**src/rtl/mul_selftest_pkg.sv**
```systemverilog
// Shared encodings and default constants for the multiplier self-test controller.
package mul_selftest_pkg;

    typedef enum logic [1:0] {
        ST_IDLE  = 2'd0,
        ST_RUN   = 2'd1,
        ST_DRAIN = 2'd2,
        ST_DONE  = 2'd3
    } state_t;

    localparam logic [1:0] MODE_UNS = 2'b00;
    localparam logic [1:0] MODE_SGN = 2'b01;
    localparam logic [1:0] MODE_ALT = 2'b10;

    localparam logic [31:0] DEF_SEED_A = 32'h0000_0001;
    localparam logic [31:0] DEF_SEED_B = 32'hDEAD_BEEF;
    localparam logic [31:0] DEF_MASK_A = 32'h8020_0003;
    localparam logic [31:0] DEF_MASK_B = 32'h8000_0063;

endpackage

```
**src/rtl/lfsr.sv**
```systemverilog
// Galois LFSR (right shift, tap mask XORed in when the dropped bit is 1).
// load reseeds; step advances one state. Seed must be nonzero.
module lfsr #(
    parameter int           W    = 32,
    parameter logic [W-1:0] SEED = 1,
    parameter logic [W-1:0] MASK = '1
) (
    input  logic         clk,
    input  logic         rst,
    input  logic         load,
    input  logic         step,
    output logic [W-1:0] q
);

    always_ff @(posedge clk or negedge rst) begin
        if (!rst)      q <= SEED;
        else if (load) q <= SEED;
        else if (step) q <= (q >> 1) ^ (q[0] ? MASK : '0);
    end

endmodule

```
**src/rtl/st_exp_pipe.sv**
```systemverilog
// Expected-result delay line: DEPTH stages of {valid,data}; only the valid bits are reset.
// pend_valid flags valid entries other than the tail, i.e. what survives the next shift.
module st_exp_pipe #(
    parameter int DW    = 64,
    parameter int DEPTH = 8
) (
    input  logic          clk,
    input  logic          rst,
    input  logic          in_valid,
    input  logic [DW-1:0] in_data,
    output logic          tail_valid,
    output logic [DW-1:0] tail_data,
    output logic          any_valid,
    output logic          pend_valid
);

    localparam logic [DEPTH-1:0] TAIL_BIT = DEPTH'(1) << (DEPTH - 1);

    logic [DEPTH-1:0] vld;
    logic [DW-1:0]    dat [DEPTH];

    always_ff @(posedge clk or negedge rst) begin
        if (!rst) begin
            vld <= '0;
        end else begin
            vld[0] <= in_valid;
            for (int i = 1; i < DEPTH; i++) vld[i] <= vld[i-1];
        end
    end

    always_ff @(posedge clk) begin
        dat[0] <= in_data;
        for (int i = 1; i < DEPTH; i++) dat[i] <= dat[i-1];
    end

    assign tail_valid = vld[DEPTH-1];
    assign tail_data  = dat[DEPTH-1];
    assign any_valid  = |vld;
    assign pend_valid = |(vld & ~TAIL_BIT);

endmodule

```
**src/rtl/mul_selftest_ctl.sv**
```systemverilog
// Self-test controller for pipelined multipliers: LFSR operands out, golden products checked LAT later.
// Optional macro FIRST_ERR_CAPTURE_EN builds the first-error capture registers (fe_*), else they read 0.
module mul_selftest_ctl
    import mul_selftest_pkg::*;
#(
    parameter int          W      = 32,
    parameter int          LAT    = 8,
    parameter int          CNT_W  = 32,
    parameter logic [31:0] SEED_A = DEF_SEED_A,
    parameter logic [31:0] SEED_B = DEF_SEED_B,
    parameter logic [31:0] MASK_A = DEF_MASK_A,
    parameter logic [31:0] MASK_B = DEF_MASK_B
) (
    input  logic             clk,
    input  logic             rst,
    input  logic             start,
    input  logic             stop,
    input  logic [1:0]       mode_sel,
    input  logic [CNT_W-1:0] num_vec,
    output logic [W-1:0]     dut_a,
    output logic [W-1:0]     dut_b,
    output logic             dut_mode,
    input  logic [2*W-1:0]   dut_res,
    output logic             busy,
    output logic             done,
    output logic [CNT_W-1:0] vec_count,
    output logic [CNT_W-1:0] err_count,
    output logic             err_flag,
    output logic [CNT_W-1:0] fe_index,
    output logic [2*W-1:0]   fe_got,
    output logic [2*W-1:0]   fe_exp
);

    state_t           state, state_nxt;
    logic             issue, clear, issue_vld, mode_nxt, drained, mism;
    logic [W-1:0]     lfsr_a, lfsr_b;
    logic [CNT_W-1:0] issued, issued_nxt;
    logic [2*W-1:0]   ext_a, ext_b, golden, tail_data;
    logic             tail_valid, any_valid, pend_valid;

    lfsr #(.W(W), .SEED(W'(SEED_A)), .MASK(W'(MASK_A))) u_lfsr_a (
        .clk(clk), .rst(rst), .load(clear), .step(issue), .q(lfsr_a)
    );
    lfsr #(.W(W), .SEED(W'(SEED_B)), .MASK(W'(MASK_B))) u_lfsr_b (
        .clk(clk), .rst(rst), .load(clear), .step(issue), .q(lfsr_b)
    );

    // Sign/zero-extend then take the low 2W bits: correct for both signednesses.
    assign ext_a  = {{W{dut_mode & dut_a[W-1]}}, dut_a};
    assign ext_b  = {{W{dut_mode & dut_b[W-1]}}, dut_b};
    assign golden = ext_a * ext_b;

    // Golden enters the pipe as the DUT samples the operands, so the tail lines up with dut_res.
    st_exp_pipe #(.DW(2*W), .DEPTH(LAT)) u_exp_pipe (
        .clk(clk), .rst(rst), .in_valid(issue_vld), .in_data(golden),
        .tail_valid(tail_valid), .tail_data(tail_data),
        .any_valid(any_valid), .pend_valid(pend_valid)
    );

    assign issued_nxt = issued + CNT_W'(1);
    assign mism       = tail_valid && (dut_res != tail_data);
    // Done follows the final compare directly: drained once at most the tail is still valid.
    assign drained    = !issue_vld && (!any_valid || (tail_valid && !pend_valid));

    always_comb begin
        case (mode_sel)
            MODE_SGN: mode_nxt = 1'b1;
            MODE_ALT: mode_nxt = issued[0];
            default:  mode_nxt = 1'b0;
        endcase
    end

    always_comb begin
        state_nxt = state;
        issue     = 1'b0;
        clear     = 1'b0;
        case (state)
            ST_IDLE, ST_DONE: begin
                if (start && !stop) begin
                    state_nxt = ST_RUN;
                    clear     = 1'b1;
                end
            end
            ST_RUN: begin
                if (stop) begin
                    state_nxt = ST_DRAIN;
                end else begin
                    issue = 1'b1;
                    if (num_vec != '0 && issued_nxt == num_vec) state_nxt = ST_DRAIN;
                end
            end
            ST_DRAIN: if (drained) state_nxt = ST_DONE;
            default:  state_nxt = ST_IDLE;
        endcase
    end

    always_ff @(posedge clk or negedge rst) begin
        if (!rst) begin
            state     <= ST_IDLE;
            dut_a     <= '0;
            dut_b     <= '0;
            dut_mode  <= 1'b0;
            issued    <= '0;
            issue_vld <= 1'b0;
            vec_count <= '0;
            err_count <= '0;
            err_flag  <= 1'b0;
        end else begin
            state     <= state_nxt;
            issue_vld <= issue;
            if (issue) begin
                dut_a    <= lfsr_a;
                dut_b    <= lfsr_b;
                dut_mode <= mode_nxt;
                issued   <= issued_nxt;
            end
            if (clear) begin
                issued    <= '0;
                vec_count <= '0;
                err_count <= '0;
                err_flag  <= 1'b0;
            end else if (tail_valid) begin
                vec_count <= vec_count + CNT_W'(1);
                if (mism) begin
                    err_flag <= 1'b1;
                    if (err_count != '1) err_count <= err_count + CNT_W'(1);
                end
            end
        end
    end

`ifdef FIRST_ERR_CAPTURE_EN
    always_ff @(posedge clk or negedge rst) begin
        if (!rst) begin
            fe_index <= '0;
            fe_got   <= '0;
            fe_exp   <= '0;
        end else if (clear) begin
            fe_index <= '0;
            fe_got   <= '0;
            fe_exp   <= '0;
        end else if (mism && !err_flag) begin
            fe_index <= vec_count;
            fe_got   <= dut_res;
            fe_exp   <= tail_data;
        end
    end
`else
    assign fe_index = '0;
    assign fe_got   = '0;
    assign fe_exp   = '0;
`endif

    assign busy = (state == ST_RUN) || (state == ST_DRAIN);
    assign done = (state == ST_DONE);

endmodule

```
**config.mk**
```make
export PLATFORM = sky130hd
export DESIGN_NAME = mul_selftest_ctl
export DESIGN_NICKNAME = d
export VERILOG_FILES = /design/src/rtl/mul_selftest_pkg.sv /design/src/rtl/lfsr.sv /design/src/rtl/st_exp_pipe.sv /design/src/rtl/mul_selftest_ctl.sv
export SDC_FILE = /design/constraint.sdc
export NUM_CORES = 2
export LEC_CHECK = 0
export BUFFER_PORTS_ARGS = -buffer_cell sky130_fd_sc_hd__buf_4
export CORE_UTILIZATION = 63
export DETAILED_ROUTE_END_ITERATION = 10
export PLACE_DENSITY = 0.82
export SETUP_SLACK_MARGIN = 0.1
export SYNTH_ARGS = -nofsm -noshare
export SYNTH_HDL_FRONTEND = slang
export SYNTH_SLANG_ARGS = --single-unit
```
**constraint.sdc**
```tcl
create_clock -name clk -period 8.85 [get_ports clk]
set_input_delay 1.3275 -clock clk [delete_from_list [all_inputs] [get_ports clk]]
set_output_delay 1.3275 -clock clk [all_outputs]
set_load 0.05 [all_outputs]
```
==> out/qor.csv <==
stage,metric,value,unit
route,drt-total-wl,148,mm
synthesis,ys_top_cells_by_area,"fa_1, dfxtp_1, dfrtp_1, inv_1, nand2_1",
place,dp_slack,0.0390,ns
sta,drv_slew,0,
worst_setup_path,cp.required,9.43,ns
floorplan,boundaryPins,394,
synthesis,syn_area,0.0611,mm²
power_and_ir_drop,switching_share,46.2,%
layout,final_cell_area,0.0662,mm²
power_and_ir_drop,p_int,0.0103,W
power_and_ir_drop,power.share.sequential,28.9,%
sta,timing.final.ws_setup,0.451,ns
layout,multiInputGateArea,0.0388,mm²
global_route,antenna_found_initial,4,
synthesis,synthAdderAreaFrac,41.4,%
synthesis,synth_flop_cell,dfxtp_1,
synthesis,synth-seq-cells,749,
power_and_ir_drop,switchingPower,0.00881,W
sta,fin_crit_sh,94.9,%
sta,slew_headroom,25.5,%
floorplan,initial_core_util,63.9,%
route,num_vias,41800,
synthesis,yosys-mux-area-fraction,0.0840,%
layout,drive_gt1_share,8.61,%
global_route,grt_pass1_wl,233,mm
min_path,hold_class,register to register,
synthesis,ys_top_cells_by_count,"inv_1, fa_1, nand2_1",
synthesis,avgSynthCellArea,9.95,µm²
synthesis,synth_most_common_cell,inv_1,
floorplan,dieArea,0.0982,mm²
power_and_ir_drop,clockPowerShare,16.4,%
floorplan,die_h,313,µm
clocking,clock-sinks,749,
route,wl_per_cell,19.4,µm
sta,fmax,119,MHz
run,drv_cap,0,
synthesis,yosys.area_share.simple,14.0,%
layout,nFillCells,6956,
place,portBuffers,233,
sta,finalSetupTns,0,ns
worst_setup_path,critPathArrivalTime,8.98,ns
power_and_ir_drop,comb_power_share,54.7,%
power_and_ir_drop,leakage,32.2,nW
synthesis,ys_types,73,
power_and_ir_drop,vdd_drop_max,335,µV
clocking,root_buffer,clkbuf_16,
power_and_ir_drop,power_density,288,mW/mm²
clocking,clk-insertion-delay-late,0.65,ns
place,hpwlAfterDp,118,mm
floorplan,core-area,0.0956,mm²
route,drc,0,
floorplan,die_x,313,µm
sta,setup_violations,0,
worst_setup_path,critPathMaxFanout,24,
sta,period_minus_slack,8.40,ns
route,drtIter0Drc,3392,
floorplan,num_rows,113,
worst_setup_path,critPathCaptureType,register,
route,dr.pass1.iters,7,
clocking,cts_buffer_depth,3,
clocking,clk_pin_slew,0.07,ns
sta,worstMarginPinSlew,1.12,ns
place,gp_congestion,0.953,
layout,diodes,0,
synthesis,synth_top_area_share,36.9,%
worst_setup_path,crit_type,register to register,
global_route,track_usage,30.8,%
layout,layout.nets,7722,
global_route,grt_overflow_total,0,
layout,seq_area,0.0162,mm²
synthesis,async_flop_share,31.6,%
synthesis,synth-compound-area-share,3.22,%
synthesis,synth-xor-area-share,3.81,%
clocking,cts_tree,built,
layout,syn2layout_area_growth,8.33,%
sta,skew,0.0463,ns
run_status,outcome,completed,
synthesis,synth_warnings,0,
sta,rsz0062_at_grt,false,
global_route,grt_max_degree,117,
synthesis,synth_top_family_by_area,adder cells,
route,final_antenna_net_count,0,
place,place_area,0.0637,mm²
synthesis,synth-edff-count,0,
synthesis,netlist_instances,6139,
synthesis,yosysTopAreaCell,fa_1,
sta,hold_viol_final,0,
synthesis,ys_seq_area_share,26.5,%
clocking,cts_buffers,73,
route,viasPerCell,5.50,
global_route,grt_pass1_vias,44300,
clocking,htreeDepth,3,
worst_setup_path,startpoint_type,register,
power_and_ir_drop,p_total,0.0191,W
## path summary, 6_finish.rpt
kind	start	endpoint	slack (ns)	depth (start not counted)
max in group asynchronous	rst	dut_b[6]$_DFFE_PN0P_	6.51	2
worst max-delay path	dut_a[8]$_DFFE_PN0P_	u_exp_pipe.dat[0][49]$_DFF_P_	0.45	24
worst min register to register	u_exp_pipe.dat[3][60]$_DFF_P_	u_exp_pipe.dat[3][124]$_DFF_P_	0.30	0
worst min-delay path	u_exp_pipe.dat[3][60]$_DFF_P_	u_exp_pipe.dat[3][124]$_DFF_P_	0.30	0
min in group asynchronous	rst	vec_count[24]$_DFFE_PN0P_	0.75	1
worst max register to register	dut_a[8]$_DFFE_PN0P_	u_exp_pipe.dat[0][49]$_DFF_P_	0.45	24
## area by class of cell
cell class / instances / area share [%]
flip-flops and latches: 749 / 24.5
multi-input cells: 3940 / 58.6
clock buffers: 96 / 3.06
clock inverters: 36 / 0.660
inverters: 1153 / 6.54
repair buffers: 357 / 4.19
well taps: 1265 / 2.39
## logic make-up (layout without fill, tap and decap cells)
family,after synthesis,in the layout
AOI/OAI and AO/OA,321,321
xor gates and xnor gates,266,266
adders and majority gates,1346,1346
buffers and inverters,1609,1642
DFF,749,749
muxes,5,5
other,1,160
and+or+nand+nor,1842,1842
## registers in the layout (all words and copies together), names as in the netlist
register	cells
dut_mode	1
u_exp_pipe.dat	512
state	2
dut_a	32
u_lfsr_b.q	32
issue_vld	1
err_flag	1
issued	32
u_exp_pipe.vld	8
err_count	32
dut_b	32
vec_count	32
u_lfsr_a.q	32
## layer usage
metal  global-route usage (%)  vias to the layer above  wire length (µm)  part of all wire, %
li1                         -                    18100                 -                    -
met1                     36.5                    21100             51300                   35
met2                     51.0                     2043             72200                   49
met4                     23.7                        2             13400                  9.1
met5                        0                        -                19                0.013
met3                     4.45                      635             10700                  7.2
## worst max-delay path: stages (launching register included)
cell,delay (ns)
dfrtp_1,0.95
nand2_1,0.16
fa_1,0.53
inv_1,0.06
fa_1,0.54
inv_1,0.07
fa_1,0.50
fa_1,0.54
inv_1,0.06
fa_1,0.56
fa_1,0.49
fa_1,0.51
inv_1,0.06
fa_1,0.48
inv_1,0.04
ha_1,0.39
a211oi_1,0.30
o21ai_0,0.21
a211oi_1,0.39
o21ai_0,0.16
a21oi_1,0.37
o21ai_1,0.18
a41o_1,0.30
a221oi_1,0.32
xnor2_1,0.16
## through the flow
step	cells	util [%]	hold WS, ns
after global routing	7596	69.2	0.298
after detailed placement	7464	66.6	0.312
after CTS	7596	69.2	0.286
final	7596	69.2	0.301
after global placement	7464	66.6	0.310
after floorplan	6298	-	0.310
## placed cells by master, fill, tap and decap left out, types with 25 or more instances in the layout
cell type	instances
xnor2_1	173
and3_1	31
nand4_1	55
inv_1	1152
dfrtp_1	205
buf_4	349
clkbuf_16	74
dfstp_2	25
ha_1	221
fa_1	1125
nand2_1	1030
dfxtp_1	512
a21o_1	25
nand3_1	47
o21ai_0	52
nor3_1	31
a21oi_1	142
conb_1	160
and2_1	378
xor2_1	93
nor2_1	164
## power groups by stage
stage | registers (W) | clock network, W | logic, W
after CTS | 0.00550 | 0.00319 | 0.0104
after global routing | 0.00561 | 0.00334 | 0.0115
after detailed placement | 0.00555 | 0 | 0.0104
final | 0.00552 | 0.00313 | 0.0104
after floorplan | 0.00534 | 0 | 0.00721
after global placement | 0.00551 | 0 | 0.0101
## repair_timing
action	4_1_cts	5_1_grt
endpoints found under the hold margin	0	0
pin swaps	0	0
setup endpoints to repair	4	9
gates resized for setup	1	8
gates cloned	0	0
hold buffers	0	0
setup buffers	0	0
Note: power is estimated with default switching activity, not from simulation.
